### src/rtl/boot_loader.sv
`default_nettype none
// ============================================================================
// Module      : boot_loader
// Description : Fills the instruction ROM from a little-endian byte stream
//               (16-bit word count header, then 32-bit words) and holds the
//               CPU in reset until the image is written.
// Revision    : 1.0 - initial release
// ============================================================================
module boot_loader #(
    parameter int ADDR_W       = 32,
    parameter int MAX_WORDS    = 256,
    parameter int CPU_RST_HOLD = 4
) (
    input  logic              clk,
    input  logic              rst_n,
    input  logic              in_valid,
    input  logic [7:0]        in_data,
    output logic              in_ready,
    output logic              mem_we,
    output logic [ADDR_W-1:0] mem_addr,
    output logic [31:0]       mem_wdata,
    output logic              cpu_rst,
    output logic              code_en,
    output logic              data_en,
    output logic              done,
    output logic              error
);

    localparam int HOLD_W = (CPU_RST_HOLD > 1) ? $clog2(CPU_RST_HOLD) : 1;
    localparam logic [HOLD_W-1:0] c_hold_last = HOLD_W'(CPU_RST_HOLD - 1);
    localparam logic [31:0]       c_max_words = 32'(MAX_WORDS);

    typedef enum logic [2:0] {
        S_IDLE  = 3'd0,
        S_HDR0  = 3'd1,
        S_HDR1  = 3'd2,
        S_DATA  = 3'd3,
        S_WRITE = 3'd4,
        S_HOLD  = 3'd5,
        S_RUN   = 3'd6,
        S_ERR   = 3'd7
    } state_t;

    state_t            r_state;
    state_t            w_state_nxt;
    logic [15:0]       r_count;
    logic [15:0]       r_word_idx;
    logic [1:0]        r_byte_idx;
    logic [HOLD_W-1:0] r_hold_cnt;
    logic [31:0]       r_wdata;

    logic              w_accept;
    logic [15:0]       w_count_hdr;
    logic              w_word_last;

    assign w_accept    = in_valid && in_ready;
    // Full count as it will stand once the high header byte is taken.
    assign w_count_hdr = {in_data, r_count[7:0]};
    assign w_word_last = ((r_word_idx + 16'd1) == r_count);

    always_ff @(posedge clk or negedge rst_n) begin
        if (!rst_n) begin
            r_state <= S_IDLE;
        end else begin
            r_state <= w_state_nxt;
        end
    end

    always_comb begin
        w_state_nxt = r_state;
        in_ready    = 1'b0;
        mem_we      = 1'b0;
        cpu_rst     = 1'b1;
        code_en     = 1'b0;
        data_en     = 1'b0;
        done        = 1'b0;
        error       = 1'b0;
        mem_addr    = ADDR_W'({r_word_idx, 2'b00});
        mem_wdata   = r_wdata;
        case (r_state)
            S_IDLE: begin
                w_state_nxt = S_HDR0;
            end
            S_HDR0: begin
                in_ready = 1'b1;
                if (in_valid) begin
                    w_state_nxt = S_HDR1;
                end
            end
            S_HDR1: begin
                in_ready = 1'b1;
                if (in_valid) begin
                    if (w_count_hdr == 16'd0) begin
                        w_state_nxt = S_HOLD;
                    end else if ({16'd0, w_count_hdr} > c_max_words) begin
                        w_state_nxt = S_ERR;
                    end else begin
                        w_state_nxt = S_DATA;
                    end
                end
            end
            S_DATA: begin
                in_ready = 1'b1;
                if (in_valid && (r_byte_idx == 2'd3)) begin
                    w_state_nxt = S_WRITE;
                end
            end
            S_WRITE: begin
                mem_we      = 1'b1;
                w_state_nxt = w_word_last ? S_HOLD : S_DATA;
            end
            S_HOLD: begin
                code_en = 1'b1;
                data_en = 1'b1;
                if (r_hold_cnt == c_hold_last) begin
                    w_state_nxt = S_RUN;
                end
            end
            S_RUN: begin
                cpu_rst = 1'b0;
                code_en = 1'b1;
                data_en = 1'b1;
                done    = 1'b1;
            end
            S_ERR: begin
                error = 1'b1;
            end
            default: begin
                w_state_nxt = S_IDLE;
            end
        endcase
    end

    always_ff @(posedge clk or negedge rst_n) begin
        if (!rst_n) begin
            r_count    <= 16'd0;
            r_word_idx <= 16'd0;
            r_byte_idx <= 2'd0;
            r_hold_cnt <= '0;
            r_wdata    <= 32'd0;
        end else begin
            case (r_state)
                S_HDR0: begin
                    if (w_accept) begin
                        r_count[7:0] <= in_data;
                    end
                end
                S_HDR1: begin
                    if (w_accept) begin
                        r_count[15:8] <= in_data;
                    end
                end
                S_DATA: begin
                    // Only the addressed lane changes; the rest keep the prior word.
                    if (w_accept) begin
                        r_wdata[{r_byte_idx, 3'b000} +: 8] <= in_data;
                        r_byte_idx                         <= r_byte_idx + 2'd1;
                    end
                end
                S_WRITE: begin
                    r_word_idx <= r_word_idx + 16'd1;
                end
                S_HOLD: begin
                    r_hold_cnt <= r_hold_cnt + HOLD_W'(1);
                end
                default: begin
                end
            endcase
        end
    end

endmodule
`default_nettype wire

### config.mk
export PLATFORM = sky130hd
export DESIGN_NAME = boot_loader
export DESIGN_NICKNAME = d
export VERILOG_FILES = /design/src/rtl/boot_loader.sv
export SDC_FILE = /design/constraint.sdc
export NUM_CORES = 1
export LEC_CHECK = 0
export CAP_MARGIN = 20
export CELL_PAD_IN_SITES_DETAIL_PLACEMENT = 1
export CELL_PAD_IN_SITES_GLOBAL_PLACEMENT = 1
export CORE_MARGIN = 4
export CORE_UTILIZATION = 41
export DETAILED_ROUTE_END_ITERATION = 12
export HOLD_SLACK_MARGIN = 0.08
export MAX_ROUTING_LAYER = met4
export PLACE_DENSITY_LB_ADDON = 0.1
export RECOVER_POWER = 25
export SLEW_MARGIN = 20
export SYNTH_ARGS = -nofsm -noshare
export SYNTH_HDL_FRONTEND = slang
export SYNTH_SLANG_ARGS = --single-unit
### constraint.sdc
create_clock -name clk -period 7.3 [get_ports clk]
set_input_delay 1.46 -clock clk [delete_from_list [all_inputs] [get_ports clk]]
set_output_delay 1.46 -clock clk [all_outputs]
set_load 0.02 [all_outputs]
==> key figures, run 1 <==
Global route
  • Largest net degree at the start of global routing: 72
  • Global-route wire length before repair: 15770 µm
  • Total track usage: 18.47%
  • Initial antenna violation count: 0
  • GR Overflow Total: 0
  • Vias in the first global route: 3045

Detailed routing
  • DRC errors left: 0
  • 1st-iter DRT viols: 43
  • DR pass1 iterations: 6
  • Via density: 5.216
  • Post-Route WL: 9318 µm
  • Avg WL per Cell: 16.49 µm
  • Detailed-route via count: 2947
  • Final ANT Viol Nets: 0

Synthesis
  • Main area contributors after synthesis: dfrtp_1 (47%), nand2_1 (9.1%), xnor2_1 (6.1%)
  • Post-synth EDFFs: 0
  • Mapped cell area: 3747 µm²
  • Synth unique cells: 51
  • Sequential area share after synthesis: 47.41%
  • Syn_area_per_cell: 9.463 µm²
  • Post-Syn Instances: 396
  • Async SR Flop Fraction: 100.0%
  • Yosys reg bits: 71
  • Main flop type after synthesis: dfrtp_1
  • Synth warn: 0
  • Largest area contributor in the netlist: dfrtp_1
  • Yosys top cell area share: 47.41%

Setup path
  • CP Launch Type: flip-flop
  • R2R Path End: r_state[2]
  • Worst R2R Start: r_word_idx[0]
  • CP required: 5.84 ns
  • WS Path Type: reg2out
  • Crit path capture type: output pin
  • Data arrival, critical path: 2.29 ns
  • R2R depth: 8
  • Crit Path Max Fanout: 10
  • Flop2flop setup slack: 4.36 ns

Placed design
  • Count of input and output buffers: 65
  • GP Congestion: 0.8065
  • DP Wirelength: 6589 µm
  • Placed insts: 550

Clock network
  • Root buffer cell: clkbuf_8
  • Htree depth: 3
  • Clock sinks: 71
  • Postcts setup bufs: 0
  • Clock slew at reported path FFs: 0.07 ns
  • Clk Latency, worst-skew pair: 0.35 ns
  • Max clock buf depth: 2
  • CTS tree: built
  • Hold-fix buffers, CTS: 0
  • Num CTS Buffers: 9
  • Post-CTS sizing: 0

Pwr
  • P_leak: 1.886 nW
  • Power per standard cell area: 155.7 nW/µm²
  • Overall power: 705.4 µW
  • Peak VDD IR: 89.70 µV

Floorplan
  • Die area: 10730 µm²
  • Row count: 34
  • Core area: 8806 µm²
  • Initial core utilization: 42.55%
  • DIE WIDTH: 103.6 µm
  • I/O Pins: 82
  • Chip height: 103.6 µm

Timing
  • RSZ-0062 raised after global routing: false
  • Final Hold Viols: 0
  • Fin crit period: 3.747 ns
  • Final Setup Violations: 0
  • Fin crit share: 51.33%
  • Clock Skew: 0.008919 ns
  • Setup TNS: 0 ns
  • Rel. slew slack: 30.27%
  • Top achievable clock speed: 266.9 MHz
  • Least-Margin Pin Slew: 1.038 ns
  • Max-slew violation count: 0

Final layout
  • Most common cell after layout, fill and taps aside: nand2_1
  • Register Area: 1777 µm²
  • Post-Layout Cell Count: 565
  • # nets final: 471
  • Ratio of cells with drive above 1 in the final layout: 8.534%
  • Fill cell count: 1044
  • Multi-input gate area: 1770 µm²
  • Commonest cells after routing, fill and taps aside: nand2_1 (91), dfrtp_1 (71), clkdlybuf4s50_1 (64)
  • Ant diodes: 0
  • Area Growth Syn to Fin: 20.87%

Job
  • Max cap viols: 0

Hold path
  • HP Class: reg2reg
  • Worst Hold Path Cells: 1
  • Worst hold start: r_hold_cnt[0]
  • Hold EP: r_hold_cnt[0]

Run status
  • Status: completed
-- Yosys cell counts, drive strengths merged, types with 5 or more instances --
master,number
and3,7
nand2,91
dfrtp,71
nand3,5
nor4,5
o21ai,45
nor2,12
ha,7
mux2,16
nor3,6
clkbuf,10
a21oi,8
nand4,5
xnor2,26
xor2,10
buf,25
inv,8
-- power by group --
group	switching, mW	internal (mW)	leakage, nW	total [mW]
clock network	0.149	0.121	0.0744	0.271
registers	0.00296	0.395	0.952	0.398
logic	0.0261	0.0104	0.859	0.0365
total	0.178	0.527	1.89	0.705
-- area by class of cell --
type	count	area share, %
Inverter	8	0.6630
Clock inverter	5	0.8011
Multi-Input combinational cell	297	39.09
Sequential cell	71	39.23
Tap cell	108	2.983
Timing Repair Buffer	66	14.42
Clock buffer	10	2.818
-- critical path, stage by stage, from the launching register on --
cell and delay, ns:
dfrtp_1 0.47, inv_1 0.22, and2_0 0.53, clkdlybuf4s50_1 0.72
-- per-layer routing --
layer | part of all wire (%) | global-route usage [%]
met5 | 0 | -
met2 | 48 | 29.25
met1 | 47 | 24.30
met3 | 3.6 | 2.985
met4 | 1.4 | 6.268
-- stage by stage --
| stage | instance area, µm² | setup WS, ns | util, % | hold WS (ns) |
|---|---|---|---|---|
| floorplan | 3804 | 4.570 | - | 0.4480 |
| global placement | 4365 | 3.947 | 49.57 | 0.4619 |
| detailed placement | 4365 | 3.877 | 49.57 | 0.4699 |
| CTS | 4529 | 3.687 | 51.44 | 0.4852 |
| global route | 4529 | 3.379 | 51.44 | 0.5151 |
| finish | 4529 | 3.553 | 51.44 | 0.4762 |
-- flip-flops by register name, summed over array words and instances (netlist names) --
name / cells
r_count: 16
r_word_idx: 16
r_byte_idx: 2
r_hold_cnt: 2
r_state: 3
mem_wdata: 32
-- worst max path at each step --
| stage | cells after the start | startpoint | end |
|---|---|---|---|
| CTS | 3 | r_state[2] | mem_we |
| finish | 3 | r_state[0] | mem_we |
| detailed placement | 4 | in_valid | r_count[7] |
| floorplan | 4 | r_state[1] | data_en |
| global route | 3 | r_state[2] | mem_we |
| global placement | 4 | in_valid | r_count[2] |
-- kinds of logic (layout without fill, tap and decap cells) --
logic type	Yosys count	count (layout)	share of synthesized area [%]
simple gates	152	152	19.00
flops	71	71	47.41
compound gates	69	69	10.82
buf+inv	43	89	6.845
xor+xnor	36	36	8.414
mux	17	17	5.075
fa+ha+maj	7	7	2.337
other cells	1	16	0.1001
No activity file was read; power rests on OpenSTA's default activity.
==> inputs of run 2 (changes only) <==
--- a/config.mk
+++ b/config.mk
@@ -9,7 +9,7 @@
 export CELL_PAD_IN_SITES_DETAIL_PLACEMENT = 1
 export CELL_PAD_IN_SITES_GLOBAL_PLACEMENT = 1
 export CORE_MARGIN = 4
-export CORE_UTILIZATION = 41
+export CORE_UTILIZATION = 38
 export DETAILED_ROUTE_END_ITERATION = 12
 export HOLD_SLACK_MARGIN = 0.08
 export MAX_ROUTING_LAYER = met4
==> constraint.sdc (replaced) <==
create_clock -name clk -period 3.9 [get_ports clk]
set_input_delay 0.78 -clock clk [delete_from_list [all_inputs] [get_ports clk]]
set_output_delay 0.78 -clock clk [all_outputs]
set_load 0.02 [all_outputs]
==> run 2 against run 1 <==
  * Core utilization shrank 2.6 points
  * Register-to-register slack lost 3.4 ns
  * Critical path depth grew 5
  * The flow now finishes with violations (max-capacitance violations, max-slew violations)
  * Critical endpoint is now r_state[2]
  * Via count grew 0.98%
  * Clock skew grew 0.011 ns
  * Sequential power grew 87%
  * Routed wire length grew 4.2%
==> key figures, run 2 (same netlist as run 1, synthesis figures left out) <==
Hold path
  • HP Class: in2async (was reg2reg)

Setup path
  • Crit Path Max Fanout: 7 (was 10)
  • Worst R2R Start: r_word_idx[0] (unchanged)
  • Critical path launch point: r_word_idx[0] (was r_state[0])
  • CP Launch Type: flip-flop (unchanged)
  • Data arrival, critical path: 3.19 ns (was 2.29 ns)
  • WS Path Type: reg2reg (was reg2out)
  • R2R depth: 8 (unchanged)
  • Flop2flop setup slack: 0.97 ns (was 4.36 ns)
  • CP endpoint: r_state[2] (was mem_we)
  • Crit path capture type: flip-flop (was output pin)
  • CP required: 4.16 ns (was 5.84 ns)
  • R2R Path End: r_state[2] (unchanged)

Timing
  • Least-Margin Pin Slew: 1.920 ns (was 1.038 ns)
  • Fin crit period: 2.931 ns
  • Rel. slew slack: -28.02% (was 30.27%)
  • Final Hold Viols: 0 (unchanged)
  • Final Setup Violations: 0 (unchanged)
  • Max-slew violation count: 65 (was 0)
  • Fin crit share: 75.15%
  • PnR worst setup slack: 0.9693 ns (was 3.553 ns)
  • Top achievable clock speed: 341.2 MHz
  • RSZ-0062 raised after global routing: false (unchanged)
  • Setup TNS: 0 ns (unchanged)
  • Clock Skew: 0.01946 ns (was 0.008919 ns)

Detailed routing
  • Detailed-route via count: 2976 (was 2947)
  • Post-Route WL: 9708 µm (was 9318 µm)
  • Via density: 5.044 (was 5.216)
  • DRC errors left: 0 (unchanged)
  • Final ANT Viol Nets: 0 (unchanged)
  • 1st-iter DRT viols: 100 (was 43)
  • DR pass1 iterations: 4 (was 6)
  • Avg WL per Cell: 16.45 µm (was 16.49 µm)

Pwr
  • Clock power share: 40.9% (was 38.4%)
  • P_sw: 364.1 µW (was 178.4 µW)
  • P_leak: 1.912 nW (was 1.886 nW)
  • Sw frac: 26.40% (was 25.29%)
  • Power share of the combinational group: 5.1% (was 5.2%)
  • Peak VDD IR: 151.6 µV (was 89.70 µV)
  • Power per standard cell area: 300.2 nW/µm² (was 155.7 nW/µm²)
  • Sequential share of power: 54.1% (was 56.5%)
  • Pint: 1.015 mW (was 527.0 µW)

Global route
  • Largest net degree at the start of global routing: 35 (was 72)
  • Vias in the first global route: 2981 (was 3045)
  • GR Overflow Total: 0 (unchanged)
  • Total track usage: 18.07% (was 18.47%)
  • Global-route wire length before repair: 15970 µm (was 15770 µm)
  • Initial antenna violation count: 0 (unchanged)

Placed design
  • Count of input and output buffers: 65 (unchanged)
  • DP Wirelength: 6959 µm (was 6589 µm)
  • Placed insts: 574 (was 550)
  • DP Worst Slack: 0.9892 ns (was 3.877 ns)
  • GP Congestion: 0.8476 (was 0.8065)

Clock network
  • Max clock buf depth: 2 (unchanged)
  • CTS tree: built (unchanged)
  • Root buffer cell: clkbuf_8 (unchanged)
  • Clk Latency, worst-skew pair: 0.35 ns (about the same)
  • Post-CTS sizing: 0 (unchanged)
  • Clock slew at reported path FFs: 0.09 ns (was 0.07 ns)
  • Clock sinks: 71 (unchanged)
  • Hold-fix buffers, CTS: 0 (unchanged)
  • Postcts setup bufs: 0 (unchanged)
  • Num CTS Buffers: 9 (unchanged)
  • Htree depth: 3 (unchanged)

Final layout
  • Largest register FFs: 32 (unchanged)
  • Post-Layout Cell Count: 590 (was 565)
  • # nets final: 474 (was 471)
  • Commonest cells after routing, fill and taps aside: nand2_1 (91), dfrtp_1 (71), clkdlybuf4s50_1 (64) (unchanged)
  • Area Growth Syn to Fin: 22.60% (was 20.87%)
  • Most common cell after layout, fill and taps aside: nand2_1 (unchanged)
  • Ratio of cells with drive above 1 in the final layout: 8.894% (was 8.534%)
  • Final Core Density: 48.80% (was 51.44%)
  • Ant diodes: 0 (unchanged)

Floorplan
  • Chip height: 107.3 µm (was 103.6 µm)
  • I/O Pins: 82 (unchanged)
  • Initial core utilization: 39.80% (was 42.55%)
  • Row count: 35 (was 34)
  • DIE WIDTH: 107.3 µm (was 103.6 µm)
  • Die area: 11510 µm² (was 10730 µm²)
  • Core area: 9415 µm² (was 8806 µm²)

Run status
  • Failing checks: max-capacitance violations, max-slew violations
  • Status: finished, violations left (was completed)

Job
  • Max cap viols: 2 (was 0)
-- run 2: cell count changes in the layout (fill, tap and decap cells not counted), sizes merged --
| cell | before | now |
|---|---|---|
| clkbuf | 10 | 13 |
| clkinvlp | 3 | 1 |
| inv | 8 | 10 |
| clkinv | 2 | 3 |
-- run 2: how the worst min path moves through the flow --
| stage | start | endpoint | slack, ns | depth (start not counted) |
|---|---|---|---|---|
| finish | rst_n | mem_wdata[20] | 0.37 | 1 |
| floorplan | r_hold_cnt[0] | r_hold_cnt[0] | 0.45 | 1 |
| CTS | rst_n | mem_wdata[20] | 0.27 | 1 |
| global placement | mem_wdata[26] | mem_wdata[26] | 0.46 | 2 |
| global route | rst_n | mem_wdata[20] | 0.39 | 1 |
| detailed placement | mem_wdata[26] | mem_wdata[26] | 0.47 | 2 |
-- run 2: routing by layer --
metal,wire length [µm],up-vias,GRT usage (%)
met5,0,-,-
met4,150,0,5.479
met3,344,16,2.579
met1,4674,1468,25.54
met2,4538,67,27.03
li1,-,1425,-
-- run 2: layout make-up --
type	instances	area [µm²]
Fill cell	1094	4821
Sequential cell	71	1777
Multi-Input combinational cell	297	1770
Timing Repair Buffer	69	666.9
Tap cell	129	161.4
Clock buffer	10	137.6
Clock inverter	6	51.30
Inverter	8	30.03
-- run 2: worst max-delay path: stages (launching register included) --
cell	delay [ns]
dfrtp_1	0.47
ha_1	0.33
nand2_1	0.18
or3_4	0.38
a211o_1	0.30
a2111oi_2	0.30
o2111ai_1	0.19
or4_1	0.55
o21ai_1	0.15
-- run 2: per-stage QoR --
stage	hold slack (ns)	cell area (µm²)	total power [mW]
2_1_floorplan	0.4480	3804	0.8008
3_3_place_gp	0.4626	4414	0.8302
3_5_place_dp	0.4724	4414	0.8309
4_1_cts	0.2680	4603	1.398
5_1_grt	0.3948	4594	1.439
6_report	0.3686	4594	1.379
-- run 2: power groups by stage --
stage / logic [mW] / clock network [mW] / registers, mW
after floorplan: 0.0426 / 0 / 0.758
after global placement: 0.0701 / 0 / 0.760
after detailed placement: 0.0707 / 0 / 0.760
after CTS: 0.0714 / 0.581 / 0.745
after global routing: 0.0765 / 0.616 / 0.746
final: 0.0697 / 0.564 / 0.745
